## src/rtl/dpe_input_arbiter.sv

```systemverilog
// Packet-level round-robin arbiter sharing the DPE ingress stream between CPU and ETH_1..ETH_4.
// Optional per-port packet counters are built when DPE_ARB_STATS_EN is defined.
module dpe_input_arbiter #(
  parameter int N_PORTS = 5,
  parameter int DATA_W  = 128,
  parameter int KEEP_W  = DATA_W / 8,
  parameter int ADDR_W  = 3
) (
  input  logic                        clk,
  input  logic                        rst,
  input  logic [N_PORTS-1:0]          s_tvalid,
  output logic [N_PORTS-1:0]          s_tready,
  input  logic [N_PORTS*DATA_W-1:0]   s_tdata,
  input  logic [N_PORTS*KEEP_W-1:0]   s_tkeep,
  input  logic [N_PORTS-1:0]          s_tlast,
  input  logic [N_PORTS-1:0]          s_tuser_bypass_all,
  input  logic [N_PORTS-1:0]          s_tuser_bypass_stage,
  input  logic [N_PORTS*ADDR_W-1:0]   s_tuser_dst,
  output logic                        m_tvalid,
  input  logic                        m_tready,
  output logic [DATA_W-1:0]           m_tdata,
  output logic [KEEP_W-1:0]           m_tkeep,
  output logic                        m_tlast,
  output logic                        m_tuser_bypass_all,
  output logic                        m_tuser_bypass_stage,
  output logic [ADDR_W-1:0]           m_tuser_src,
  output logic [ADDR_W-1:0]           m_tuser_dst,
  output logic                        busy
`ifdef DPE_ARB_STATS_EN
  ,
  input  logic                        stat_clr,
  output logic [N_PORTS*16-1:0]       stat_pkt_cnt
`endif
);

  // state | meaning
  // IDLE  | no grant held; one arbitration cycle scanning from rr_ptr
  // BUSY  | grant held on r_grant until its tlast beat is accepted

  localparam int IDX_W = (N_PORTS > 1) ? $clog2(N_PORTS) : 1;

  typedef enum logic {ST_IDLE = 1'b0, ST_BUSY = 1'b1} state_t;

  state_t           r_state, w_state_nxt;
  logic [IDX_W-1:0] r_rr_ptr, w_rr_nxt;
  logic [IDX_W-1:0] r_grant, w_grant_nxt;
  logic [IDX_W-1:0] w_sel;
  logic [IDX_W:0]   w_scan_idx;
  logic             w_req_found;
  logic             w_out_free;
  logic             w_accept;
  logic             w_accept_last;

  logic              r_m_tvalid;
  logic [DATA_W-1:0] r_m_tdata;
  logic [KEEP_W-1:0] r_m_tkeep;
  logic              r_m_tlast;
  logic              r_m_bypass_all;
  logic              r_m_bypass_stage;
  logic [ADDR_W-1:0] r_m_src;
  logic [ADDR_W-1:0] r_m_dst;

  // First requester at or after rr_ptr, wrapping modulo N_PORTS.
  always_comb begin
    w_sel       = r_rr_ptr;
    w_req_found = 1'b0;
    w_scan_idx  = '0;
    for (int k = 0; k < N_PORTS; k++) begin
      w_scan_idx = {1'b0, r_rr_ptr} + (IDX_W+1)'(k);
      if (w_scan_idx >= (IDX_W+1)'(N_PORTS))
        w_scan_idx = w_scan_idx - (IDX_W+1)'(N_PORTS);
      if (!w_req_found && s_tvalid[w_scan_idx]) begin
        w_req_found = 1'b1;
        w_sel       = w_scan_idx[IDX_W-1:0];
      end
    end
  end

  assign w_out_free    = !r_m_tvalid || m_tready;
  assign w_accept      = (r_state == ST_BUSY) && s_tvalid[r_grant] && w_out_free;
  assign w_accept_last = w_accept && s_tlast[r_grant];
  assign busy          = (r_state == ST_BUSY);

  always_comb begin
    s_tready = '0;
    if (r_state == ST_BUSY && w_out_free)
      s_tready[r_grant] = 1'b1;
  end

  always_comb begin
    w_state_nxt = r_state;
    w_grant_nxt = r_grant;
    w_rr_nxt    = r_rr_ptr;
    case (r_state)
      ST_IDLE: begin
        if (w_req_found) begin
          w_state_nxt = ST_BUSY;
          w_grant_nxt = w_sel;
        end
      end
      ST_BUSY: begin
        if (w_accept_last) begin
          w_state_nxt = ST_IDLE;
          w_rr_nxt    = (r_grant == IDX_W'(N_PORTS-1)) ? '0 : r_grant + 1'b1;
        end
      end
      default: w_state_nxt = ST_IDLE;
    endcase
  end

  always_ff @(posedge clk) begin
    if (!rst) begin
      r_state  <= ST_IDLE;
      r_rr_ptr <= '0;
      r_grant  <= '0;
    end else begin
      r_state  <= w_state_nxt;
      r_rr_ptr <= w_rr_nxt;
      r_grant  <= w_grant_nxt;
    end
  end

  // Source address equals the port index; any upstream src value is ignored.
  always_ff @(posedge clk) begin
    if (!rst) begin
      r_m_tvalid       <= 1'b0;
      r_m_tdata        <= '0;
      r_m_tkeep        <= '0;
      r_m_tlast        <= 1'b0;
      r_m_bypass_all   <= 1'b0;
      r_m_bypass_stage <= 1'b0;
      r_m_src          <= '0;
      r_m_dst          <= '0;
    end else if (w_accept) begin
      r_m_tvalid       <= 1'b1;
      r_m_tdata        <= s_tdata[int'(r_grant)*DATA_W +: DATA_W];
      r_m_tkeep        <= s_tkeep[int'(r_grant)*KEEP_W +: KEEP_W];
      r_m_tlast        <= s_tlast[r_grant];
      r_m_bypass_all   <= s_tuser_bypass_all[r_grant];
      r_m_bypass_stage <= s_tuser_bypass_stage[r_grant];
      r_m_src          <= ADDR_W'(r_grant);
      r_m_dst          <= s_tuser_dst[int'(r_grant)*ADDR_W +: ADDR_W];
    end else if (m_tready) begin
      r_m_tvalid <= 1'b0;
    end
  end

  assign m_tvalid             = r_m_tvalid;
  assign m_tdata              = r_m_tdata;
  assign m_tkeep              = r_m_tkeep;
  assign m_tlast              = r_m_tlast;
  assign m_tuser_bypass_all   = r_m_bypass_all;
  assign m_tuser_bypass_stage = r_m_bypass_stage;
  assign m_tuser_src          = r_m_src;
  assign m_tuser_dst          = r_m_dst;

`ifdef DPE_ARB_STATS_EN
  logic [15:0] r_pkt_cnt [N_PORTS];

  // Clear takes priority over a same-cycle increment; counts saturate.
  always_ff @(posedge clk) begin
    for (int i = 0; i < N_PORTS; i++) begin
      if (!rst || stat_clr)
        r_pkt_cnt[i] <= '0;
      else if (w_accept_last && r_grant == IDX_W'(i) && r_pkt_cnt[i] != 16'hFFFF)
        r_pkt_cnt[i] <= r_pkt_cnt[i] + 16'd1;
    end
  end

  always_comb begin
    stat_pkt_cnt = '0;
    for (int i = 0; i < N_PORTS; i++)
      stat_pkt_cnt[i*16 +: 16] = r_pkt_cnt[i];
  end
`endif

endmodule

```

## config.mk

```make
export PLATFORM = sky130hd
export DESIGN_NAME = dpe_input_arbiter
export DESIGN_NICKNAME = d
export VERILOG_FILES = /design/src/rtl/dpe_input_arbiter.sv
export SDC_FILE = /design/constraint.sdc
export NUM_CORES = 1
export LEC_CHECK = 0
export CAP_MARGIN = 20
export CORE_AREA = 2 2 353 355
export CTS_CLUSTER_SIZE = 30
export DETAILED_ROUTE_END_ITERATION = 7
export DIE_AREA = 0 0 355 357
export DONT_BUFFER_PORTS = 1
export GPL_TIMING_DRIVEN = 0
export PLACE_DENSITY = 0.33
export SETUP_SLACK_MARGIN = 0.02
export SLEW_MARGIN = 20
export SYNTH_ARGS = -nofsm -noshare
export SYNTH_HDL_FRONTEND = slang
export SYNTH_SLANG_ARGS = --single-unit
```

## constraint.sdc

```tcl
create_clock -name clk -period 2.6 [get_ports clk]
set_input_delay 0.39 -clock clk [delete_from_list [all_inputs] [get_ports clk]]
set_output_delay 0.39 -clock clk [all_outputs]
set_load 0.005 [all_outputs]
```

Word level (Yosys, flattened, before mapping):

Index checks and enable logic that the tools add are counted.

* bits in registers: 161
* latch bits: 0
* RAM bits: 0
* bits in read-only memories: 0
* bits of input ports: 758
* memories kept: 0

* add/subtract/negate cells: 10
* $mul: 1
* divide/modulo/power cells: 0
* magnitude comparators: 12
* eq/ne operators: 1
* shifts and indexed selects: 3
* multiplexer cells: 42
* bitwise logic cells: 1
* reductions and logical operators: 18

Operators with widths (number)
* indexed part select 640 x 11 -> 128 bit: 1
* indexed part select 80 x 8 -> 16 bit: 1
* binary-select mux 1 bit (select 3 bit): 9
* less-than comparator 4 bit (second input constant): 5
* two-way mux 4 bit: 5
* two-way mux 1 bit: 19
* two-way mux 3 bit: 6
* >= comparator 4 x 3 -> 1 bit (second input constant): 4
* subtractor 4 x 3 -> 4 bit (second input constant): 4
* indexed part select 15 x 6 -> 3 bit: 1
* logical AND 1 bit: 9
* adder 3 x 2 -> 4 bit (second input constant): 2
* zero test 1 bit: 5
* multiplier 3 x 2 -> 5 bit (second input constant): 1
* two-way mux 5 bit: 1
* adder 3 x 1 -> 4 bit (second input constant): 1
* adder 3 x 3 -> 4 bit (second input constant): 1
* less-than comparator 3 x 4 -> 1 bit (second input constant): 1
* AND reduction 2 bit: 2
* subtractor 3 x 3 -> 4 bit (second input constant): 1
* adder 3 x 1 -> 3 bit (second input constant): 1
* demux 1 bit (select 3 bit): 1
* == test 3 bit (second input constant): 1
* >= comparator 3 x 1 -> 1 bit (second input constant): 1
* 5 further kinds: 5

Depth between registers and ports, before layout:

Gate-level depths: netlist (run 1).

* word-level depth: 19
* depth in mapped cells: 13
* gate-level depth less buffers: 12

Least setup slack after synthesis (run 1):

Ideal clock, no wire load.

* kind: reg-to-reg
* start point: reg r_rr_ptr[0]
* end point: reg r_grant[2]
* library setup time: 0.119 ns
* data arrival time: 2.725 ns
* data required time: 2.481 ns
* path slack: -0.243 ns
* stages on the path, launching flop included: 13
* buffers on the path: 1
* clock period less this slack: 2.843 ns
* path through: dfxtp_1 buf_6 inv_2 ha_1 inv_1 fa_1 a21o_4 mux2i_1 and3_1 a41o_1 a2111oi_2 a21oi_1 o221a_2

* cells in the longest elaborated chain, start to end: 18

Ends and longest elaborated chain
* from (decl): RTL line 45 `logic [IDX_W-1:0] r_rr_ptr, w_rr_nxt;`
* from (signal assigned): RTL line 118 `r_rr_ptr <= w_rr_nxt;`
* parallel branches: the longest is 18 deep, another holds adder 3 x 1 -> 4 bit
* to (signal assigned): RTL line 119 `r_grant <= w_grant_nxt;`
* to (decl): RTL line 46 `logic [IDX_W-1:0] r_grant, w_grant_nxt;`

Several ways; the timed one is not identified. The select of a mux whose other input is x is not followed.
A chain may end at the register's enable or synchronous reset.

Final worst setup path (run 1):

* start point: reg r_rr_ptr[1]
* end point: reg r_grant[0]

The elaborated chain is that of the path after synthesis.

==> results of run 1 <==
## tightest hold or removal path: stages
cell	delay, ns
a22oi_1	0.06
nand2_1	0.06
o211a_1	0.13
## report_power, final
part           leakage [nW]  switching, mW  internal, mW
combinational          4.93           5.74          4.40
clock                 0.303           1.39          1.57
sequential             1.33           1.18          3.43
total                  6.56           8.31          9.40
## cell families (layout without fill, tap and decap cells)
group                    count (synthesis)  after routing  share of synthesized area, %
AO/OA/AOI/OAI                          362            362                          26.7
AND/OR/NAND/NOR                        240            240                          9.00
other                                    0             28                             0
buffers and inverters                  146            228                          5.56
XOR/XNOR                                 6              6                         0.443
flip-flops                             161            161                          27.2
multiplexers                           165            165                          29.9
adder cells (fa/ha/maj)                 11             11                          1.22
## area by class of cell
cell class / instances / share of cell area, %
well taps: 1637 / 12.9
diodes: 28 / 0.441
inverters: 14 / 0.504
flip-flops and latches: 161 / 20.4
clock inverters: 14 / 1.19
multi-input cells: 784 / 52.5
repair buffers: 56 / 3.92
plain buffers: 126 / 5.43
clock buffers: 18 / 2.77
## cells in the mapped netlist (4+ instances only)
cell type | number | area [um2]
a21oi_1 | 13 | 65.1
a22oi_1 | 152 | 1140
and3_1 | 5 | 31.3
buf_1 | 8 | 30.0
buf_2 | 49 | 245
clkbuf_1 | 68 | 255
dfxtp_1 | 161 | 3220
ha_1 | 10 | 125
inv_1 | 12 | 45.0
mux2i_1 | 13 | 130
mux4_2 | 151 | 3400
nand2_1 | 167 | 627
nand2b_1 | 8 | 50.1
nand3_1 | 5 | 25.0
nor2_1 | 13 | 48.8
nor2b_1 | 11 | 68.8
nor3_1 | 9 | 45.0
nor4_1 | 4 | 25.0
o211a_1 | 150 | 1500
o21ai_0 | 6 | 30.0
o22ai_1 | 4 | 25.0
o32ai_1 | 4 | 35.0
xnor2_1 | 5 | 43.8
## placed cells by master, fill, tap and decap left out, types with 5 or more instances in the layout
cell,n
buf_16,7
dfxtp_1,157
diode_2,28
nand2b_1,7
nand2_1,165
a21oi_1,9
xnor2_1,5
a22oi_2,5
buf_2,32
a22oi_1,147
clkbuf_2,10
clkbuf_16,21
nor3_1,6
buf_4,48
mux2i_1,11
inv_1,9
inv_6,7
nor2_1,11
mux4_2,151
nor2b_1,8
clkbuf_1,48
o211a_1,150
buf_12,10
buf_6,15
## registers in the layout, indices dropped and copies added (netlist names)
name,flops
m_tkeep,16
m_tvalid,1
m_tuser_dst,3
m_tdata,128
busy,1
m_tuser_bypass_stage,1
r_rr_ptr,3
r_grant,3
m_tuser_src,3
m_tuser_bypass_all,1
m_tlast,1
## repair_timing
| action | CTS | global route |
|---|---|---|
| hold buffers | 0 | 0 |
| setup buffers | 39 | 9 |
| gates resized for setup | 124 | 30 |
| pin swaps | 18 | 10 |
| setup endpoints to repair | 165 | 65 |
| hold endpoints to repair | 0 | 0 |
## per-layer routing
metal	wire [um]	vias to the layer above	share of wire [%]	GRT usage, %
met4	2840	38	3.2	4.63
met5	243	-	0.27	0
met2	39300	855	44	20.1
met1	37200	5923	41	17.0
met3	10100	156	11	6.30
li1	-	4581	-	-
## stage by stage
step	utilization, %	std cells	TNS [ns]
after floorplan	-	1091	-0.0849
after global placement	11.4	2728	-398.10
after detailed placement	11.6	2736	-154.55
after CTS	12.7	2805	-0.679
after global routing	12.9	2823	-1.12
final	12.9	2838	-0.422
## how the worst max path moves through the flow
stage,end,slack (ns)
finish,r_grant[0],-0.17
global route,r_grant[0],-0.28
CTS,r_grant[0],-0.16
detailed placement,m_tkeep[3],-1.35
global placement,s_tready[3],-2.92
floorplan,r_grant[0],-0.05
==> metrics.cfg, run 1 <==
[floorplanning]
start_util_pct = 9.65
row_count = 129
die_h_um = 357
chipWidth_um = 355
num_io_pins = 918
fp.dieArea_um2 = 127000
fp.coreArea_um2 = 123000

[clock_network]
root_buffer = clkbuf_16
clk-insertion-delay-late_ns = 0.53
clock-sinks = 161
cts_buffer_depth = 2
htree_levels = 4
path_clk_slew_ns = 0.09
cts_buffers = 17
tritoncts = yes

[route]
wl_mm = 89.6
detail-route-antenna-nets = 0
dr.first_iter.drc_count = 1098
drc = 0
drt_pass1_iterations = 5
avgViaCountPerCell = 4.07
routedWlPerCell_um = 31.6
vias = 11553

[grt]
antenna_found_initial = 63
grt_pass1_wl_mm = 113
grt_max_degree = 17
grt_pass1_vias = 11723
grtUsageTotal_pct = 13.5
overflow = 0

[timing]
rsz0062_at_grt = true
period_share_pct = 106
finalCriticalPeriod_ns = 2.77
worst_pin_slew_ns = 1.06
hold_viol = 0
slew_viol_final = 0
hold_ws_ns = 0.145
setup_viol = 4
fmax_mhz = 361
postLayoutSetupSlackWorst_ns = -0.167
skew_ns = 0.0281
relSlewSlack_pct = 29.3

[min_path]
hold_path_depth = 3
holdCritPathClass = primary input to register
hold_end = m_tdata[27]
min_from = s_tdata[539]

[logic_synthesis]
netlist_instances = 1091
synth_cell_types = 68
yosysWarnings = 0
syn_avg_cell_area_um2 = 10.9
synthesis.nets = 1860
synth.ff_latch_count = 161
synth-edff-count = 0
ys_seq_area_share_pct = 27.2
netlist_area_um2 = 11900
yosys_most_used_dff = dfxtp_1
async_reset_ff_share_pct = 0

[layout]
multiInputGateArea_um2 = 8330
area_growth_pct = 33.8
n_fill_cell = 13979
drive_gt1_share_pct = 33.2
register_area_um2 = 3240
final_nets = 1929
design_area_um2 = 15900

[worst_setup_path]
crit_slowest_cell = dfxtp_4
crit_cells = 16
r2r_cells = 16
end_kind = register
arrival_ns = 3.19
path_buf_inv = 6
r2r-start = r_rr_ptr[1]
required_ns = 3.02
path_cells = buf_12 > inv_8 > ha_4 > inv_4 > ha_4 > buf_4 > nor2_1 > o22a_1 > nand2_1 > a21oi_2 > a211oi_4 > buf_12 > buf_6 > a2111oi_4 > nor2_1 > a22o_1
cp_max_fo = 5
cp-startpoint = r_rr_ptr[1]
worstReg2RegEnd = r_grant[0]
slowest_delay_ns = 0.37
worst-setup-path-type = register to register
r2r_setup_slack_ns = -0.17
critPathLaunchType = register
cp_top_family = compound AO/OA/AOI/OAI gates

[run_status]
violations = setup timing
status = finished, violations left

[power]
powerDensity_nw_per_um2 = 1110
vdd_drop_max_v = 0.000563
p_leak_nw = 6.56
power_mw = 17.7

[placed_design]
globalplace.congestion = 0.947
dp_slack_ns = -1.35
place_hpwl_mm = 75.8
port_buffers = 0
postPlaceCellArea_um2 = 14200

[run]
drv_cap = 0

(Power assumes the default switching activity.)
==> run 2, diff against run 1 <==
CORE_AREA = 2 2 358 360   (was 2 2 353 355)
CTS_CLUSTER_SIZE = not set   (was 30)
DIE_AREA = 0 0 360 362   (was 0 0 355 357)
==> run 2 against run 1 <==
The flow still finishes with violations (setup timing). Worst setup slack got worse by 0.020 ns. Via count barely moved. Clock skew fell by 0.012 ns. Critical path depth down 4. Non-clock buffer count shrank 11. Global-route usage up 0.42 points.
==> metrics.cfg, run 2 (synthesis gave the netlist of run 1 again) <==
[run_status]
status = finished, violations left  ; unchanged
violations = setup timing  ; unchanged

[clock_network]
htree_levels = 4  ; unchanged
path_clk_slew_ns = 0.09  ; about the same
cts_buffer_depth = 2  ; unchanged
cts_buffers = 17  ; unchanged
root_buffer = clkbuf_16  ; unchanged
clk-insertion-delay-late_ns = 0.53  ; about the same
cts_hold_buf = 0  ; unchanged
clock-sinks = 161  ; unchanged
tritoncts = yes  ; unchanged

[route]
drt_pass1_iterations = 5  ; unchanged
wl_mm = 94.4  ; was 89.6 mm
routedWlPerCell_um = 33.0  ; was 31.6 um
vias = 11558  ; was 11,553
detail-route-antenna-nets = 0  ; unchanged
dr.first_iter.drc_count = 1085  ; was 1,098
drc = 0  ; unchanged
avgViaCountPerCell = 4.04  ; was 4.07

[worst_setup_path]
worst-setup-path-type = register to register  ; unchanged
r2r_cells = 12  ; was 16
r2r_setup_slack_ns = -0.19  ; was -0.17 ns
required_ns = 3.00  ; was 3.02 ns
cp_max_fo = 6  ; was 5
worstReg2RegEnd = r_grant[0]  ; unchanged
arrival_ns = 3.19  ; about the same
end_kind = register  ; unchanged
critPathLaunchType = register  ; unchanged
r2r-start = r_rr_ptr[0]  ; was r_rr_ptr[1]

[grt]
overflow = 0  ; unchanged
grtUsageTotal_pct = 13.9  ; was 13.5%
grt_max_degree = 17  ; unchanged
grt_pass1_wl_mm = 119  ; was 113 mm
antenna_found_initial = 86  ; was 63
grt_pass1_vias = 11597  ; was 11,723

[layout]
area_growth_pct = 32.2  ; was 33.8%
largest_reg_flops = 128  ; unchanged
layout_common_cells = nand2_1, dfxtp_1, mux4_2  ; unchanged
drive_gt1_share_pct = 32.2  ; was 33.2%
layout_commonest_cell = nand2_1  ; unchanged
final_nets = 1918  ; was 1,929

[floorplanning]
fp.coreArea_um2 = 127000  ; was 123,000 um2
fp.dieArea_um2 = 130000  ; was 127,000 um2
chipWidth_um = 360  ; was 355 um
die_h_um = 362  ; was 357 um
start_util_pct = 9.36  ; was 9.65%
row_count = 131  ; was 129
num_io_pins = 918  ; unchanged

[power]
power_mw = 17.4  ; was 17.7 mW
powerDensity_nw_per_um2 = 1110  ; about the same
p_leak_nw = 6.46  ; was 6.56 nW
vdd_drop_max_v = 0.000559  ; was 0.000563 V

[placed_design]
place_hpwl_mm = 80.1  ; was 75.8 mm
port_buffers = 0  ; unchanged
globalplace.congestion = 0.986  ; was 0.947

[timing]
slew_viol_final = 0  ; unchanged
postLayoutSetupSlackWorst_ns = -0.187  ; was -0.167 ns
hold_viol = 0  ; unchanged
finalCriticalPeriod_ns = 2.79  ; was 2.77 ns
fmax_mhz = 359  ; was 361 MHz
final.setup.tns_ns = -0.470  ; was -0.422 ns
relSlewSlack_pct = 31.8  ; was 29.3%
skew_ns = 0.0163  ; was 0.0281 ns
period_share_pct = 107  ; was 106%
setup_viol = 4  ; unchanged
rsz0062_at_grt = true  ; unchanged
worst_pin_slew_ns = 1.02  ; was 1.06 ns

[run]
drv_cap = 0  ; unchanged

[min_path]
hold_end = m_tdata[77]  ; was m_tdata[27]
hold_path_depth = 3  ; unchanged
holdCritPathClass = primary input to register  ; unchanged
min_from = s_tdata[589]  ; was s_tdata[539]

run 2: cell count changes in the layout (fill, tap and decap cells not counted), moves of 3 or more:
cell,delta
clkbuf_4,-3
buf_12,-6
buf_6,-5
clkbuf_8,+3
diode_2,+8
run 2: worst max path at each step:
stage	cells after the start	slack, ns	endpoint	start
floorplan	13	-0.05	r_grant[0]	r_rr_ptr[0]
global placement	5	-2.57	s_tready[3]	r_grant[1]
global route	12	-0.28	r_grant[1]	r_rr_ptr[0]
detailed placement	9	-1.61	m_tdata[36]	r_grant[2]
finish	12	-0.19	r_grant[0]	r_rr_ptr[0]
CTS	13	-0.24	r_grant[0]	r_rr_ptr[0]
run 2: through the flow:
stage          area [um2]  hold slack [ns]  util (%)  cells  setup WS (ns)
6_report            15700            0.146      12.4   2860         -0.187
5_1_grt             15700           0.0943      12.4   2849         -0.279
4_1_cts             15500           0.0752      12.2   2822         -0.240
3_5_place_dp        14200            0.525      11.2   2759          -1.61
3_3_place_gp        14000            0.516      11.1   2753          -2.57
2_1_floorplan       11900            0.495         -   1091        -0.0517
run 2: worst max-delay path: stages, from the launching register on:
cell and delay [ns]:
dfxtp_2 0.34, buf_8 0.12, inv_8 0.06, ha_4 0.11, inv_2 0.03, fa_2 0.38
a21o_4 0.24, mux2i_1 0.16, and3_4 0.20, a41o_4 0.29, o41ai_4 0.35, o21ai_1 0.14
a22o_1 0.25
run 2: power breakdown:
part           switching (mW)  leakage, nW  internal (mW)
Clock                    1.36        0.293           1.47
Sequential               1.21         1.33           3.43
Combinational            5.65         4.84           4.30
Total                    8.22         6.46           9.19
run 2: layout make-up:
class / instances / area, um2
antenna: 36 / 90.1
multi-input combinational: 784 / 8310
fill: 14350 / 111000
clock inverter: 14 / 168
timing repair buffer: 41 / 445
inverter: 14 / 76.3
sequential: 161 / 3240
clock buffer: 18 / 439
tap: 1662 / 2080
buffer: 130 / 837
run 2: routing by layer:
| layer | track usage, % | routed length (um) | vias to the layer above |
|---|---|---|---|
| met3 | 6.40 | 10300 | 220 |
| met5 | 0 | 244 | - |
| met2 | 21.0 | 41500 | 890 |
| met1 | 16.8 | 38000 | 5838 |
| li1 | - | - | 4572 |
| met4 | 6.19 | 4350 | 38 |
run 2: repair_timing:
action | in CTS | in global routing
gates resized for setup | 121 | 16
gates cloned | 1 | 0
endpoints found under the setup margin | 166 | 15
pin swaps | 20 | 5
setup buffers | 31 | 3
endpoints found under the hold margin | 0 | 0
==> run 3, diff against run 2 <==
CORE_AREA = 2 2 355 357   (was 2 2 358 360)
CTS_CLUSTER_DIAMETER = 60   (was not set)
DIE_AREA = 0 0 357 359   (was 0 0 360 362)
clock period = 2.7 ns   (was 2.6 ns; I/O delays follow)
==> run 3 against run 2 <==
The flow still finishes with violations (setup timing). Combinational power is 5.0% lower. Global-route usage is 0.21 points higher. Non-clock buffer count is 7 lower. Routed wire length is 0.87% lower. Flip-flop and latch count stayed put. Register-to-register slack better by 0.05 ns. Worst setup slack better by 0.046 ns.
==> metrics.cfg, run 3 (synthesis gave the netlist of run 1 again) <==
[clock_network]
clk-insertion-delay-late_ns = 0.53  ; about the same
cts_buffers = 17  ; unchanged
root_buffer = clkbuf_16  ; unchanged
tritoncts = yes  ; unchanged
htree_levels = 4  ; unchanged
cts_buffer_depth = 2  ; unchanged
path_clk_slew_ns = 0.08  ; was 0.09 ns
cts_hold_buf = 0  ; unchanged
clock-sinks = 161  ; unchanged

[placed_design]
postPlaceCellArea_um2 = 14100  ; was 14,200 um2
globalplace.congestion = 1.08  ; was 0.986
port_buffers = 0  ; unchanged
place_hpwl_mm = 81.4  ; was 80.1 mm

[worst_setup_path]
end_kind = register  ; unchanged
critPathLaunchType = register  ; unchanged
cp_max_fo = 7  ; was 6
arrival_ns = 3.25  ; was 3.19 ns
worst-setup-path-type = register to register  ; unchanged
r2r-start = r_rr_ptr[0]  ; unchanged
cp-startpoint = r_rr_ptr[0]  ; unchanged
required_ns = 3.11  ; was 3.00 ns

[floorplanning]
row_count = 130  ; was 131
num_io_pins = 918  ; unchanged
fp.coreArea_um2 = 125000  ; was 127,000 um2
start_util_pct = 9.52  ; was 9.36%
fp.dieArea_um2 = 128000  ; was 130,000 um2
chipWidth_um = 357  ; was 360 um
die_h_um = 359  ; was 362 um

[timing]
finalCriticalPeriod_ns = 2.84  ; was 2.79 ns
skew_ns = 0.0140  ; was 0.0163 ns
worst_pin_slew_ns = 0.902  ; was 1.02 ns
period_share_pct = 105  ; was 107%
slew_viol_final = 0  ; unchanged
hold_ws_ns = 0.142  ; was 0.146 ns
relSlewSlack_pct = 39.9  ; was 31.8%
postLayoutSetupSlackWorst_ns = -0.141  ; was -0.187 ns
setup_viol = 4  ; unchanged
fmax_mhz = 352  ; was 359 MHz
rsz0062_at_grt = true  ; unchanged
hold_viol = 0  ; unchanged

[route]
vias = 11769  ; was 11,558
wl_mm = 93.6  ; was 94.4 mm
detail-route-antenna-nets = 0  ; unchanged
drc = 0  ; unchanged
routedWlPerCell_um = 32.9  ; was 33.0 um
drt_pass1_iterations = 7  ; was 5
avgViaCountPerCell = 4.14  ; was 4.04
dr.first_iter.drc_count = 1039  ; was 1,085

[grt]
grtUsageTotal_pct = 14.1  ; was 13.9%
antenna_found_initial = 88  ; was 86
grt_pass1_wl_mm = 118  ; was 119 mm
grt_pass1_vias = 11608  ; was 11,597
grt_max_degree = 17  ; unchanged
overflow = 0  ; unchanged

[layout]
n_fill_cell = 14201  ; was 14,350
design_area_um2 = 15600  ; was 15,700 um2
largest_reg_flops = 128  ; unchanged
area_growth_pct = 31.3  ; was 32.2%
drive_gt1_share_pct = 30.7  ; was 32.2%
layout_common_cells = nand2_1, dfxtp_1, mux4_2, a22oi_1, o211a_1  ; was nand2_1, dfxtp_1, mux4_2
layout_commonest_cell = nand2_1  ; unchanged
final_nets = 1911  ; was 1,918

[run_status]
status = finished, violations left  ; unchanged
violations = setup timing  ; unchanged

[run]
drv_cap = 0  ; unchanged

[power]
p_leak_nw = 6.41  ; was 6.46 nW
power_mw = 16.6  ; was 17.4 mW
powerDensity_nw_per_um2 = 1070  ; was 1110 nW/um2
vdd_drop_max_v = 0.000549  ; was 0.000559 V

[min_path]
min_from = m_tready  ; was s_tdata[589]
holdCritPathClass = primary input to register  ; unchanged

run 3: cell count changes in the layout (fill, tap and decap cells not counted), sizes merged, moves of 2 or more:
cell    delta
diode      +2
buf       -11
clkbuf    +10
inv        -3
run 3: layout make-up:
type                       instances  area [um2]  area share (%)
clock inverter                    10         149           0.955
tap                             1650        2060            13.2
clock buffer                      22         464            2.98
antenna                           38        95.1           0.610
timing repair buffer              34         379            2.43
inverter                          14        70.1           0.450
multi-input combinational        784        8290            53.2
sequential                       161        3240            20.8
buffer                           130         833            5.35
run 3: metal layers:
metal / wire (um) / global-route usage (%) / up-vias
li1: - / - / 4571
met1: 39900 / 18.2 / 6050
met2: 40500 / 21.0 / 961
met3: 10400 / 6.17 / 159
met4: 2620 / 4.34 / 28
met5: 183 / 0.642 / -
run 3: power by group:
part / switching, mW / internal (mW)
registers: 1.12 / 3.30
logic: 5.41 / 4.03
clock network: 1.22 / 1.51
total: 7.76 / 8.84
run 3: worst paths after layout:
kind	to	slack [ns]	cells after the start
worst max-delay path	r_grant[0]	-0.14	13
worst min-delay path	m_tvalid	0.14	2
worst max register to register	r_grant[0]	-0.14	13
worst min register to register	m_tdata[111]	0.54	1
run 3: worst max-delay path, stage by stage, from the launching register on:
cell       delay, ns
dfxtp_4         0.36
buf_12          0.13
inv_12          0.06
ha_4            0.12
inv_2           0.03
fa_2            0.41
a21o_4          0.24
and3_4          0.16
o32ai_4         0.30
a41o_4          0.32
a2111oi_4       0.06
a21oi_2         0.22
nor2b_2         0.07
a22o_1          0.23
run 3: through the flow:
step	util (%)	setup slack [ns]	setup TNS (ns)	std cells
3_3_place_gp	11.2	-2.66	-396.26	2741
4_1_cts	12.4	-0.117	-0.384	2803
5_1_grt	12.5	-0.210	-0.715	2830
2_1_floorplan	-	0.0282	0	1091
3_5_place_dp	11.3	-1.26	-104.23	2748
6_report	12.5	-0.141	-0.418	2843
run 3: timing repair:
action / 4_1_cts / 5_1_grt
pin swaps: 21 / 3
buffers inserted: 24 / 3
endpoints found under the setup margin: 164 / 32
hold endpoints to repair: 0 / 0
gates resized for setup: 113 / 23
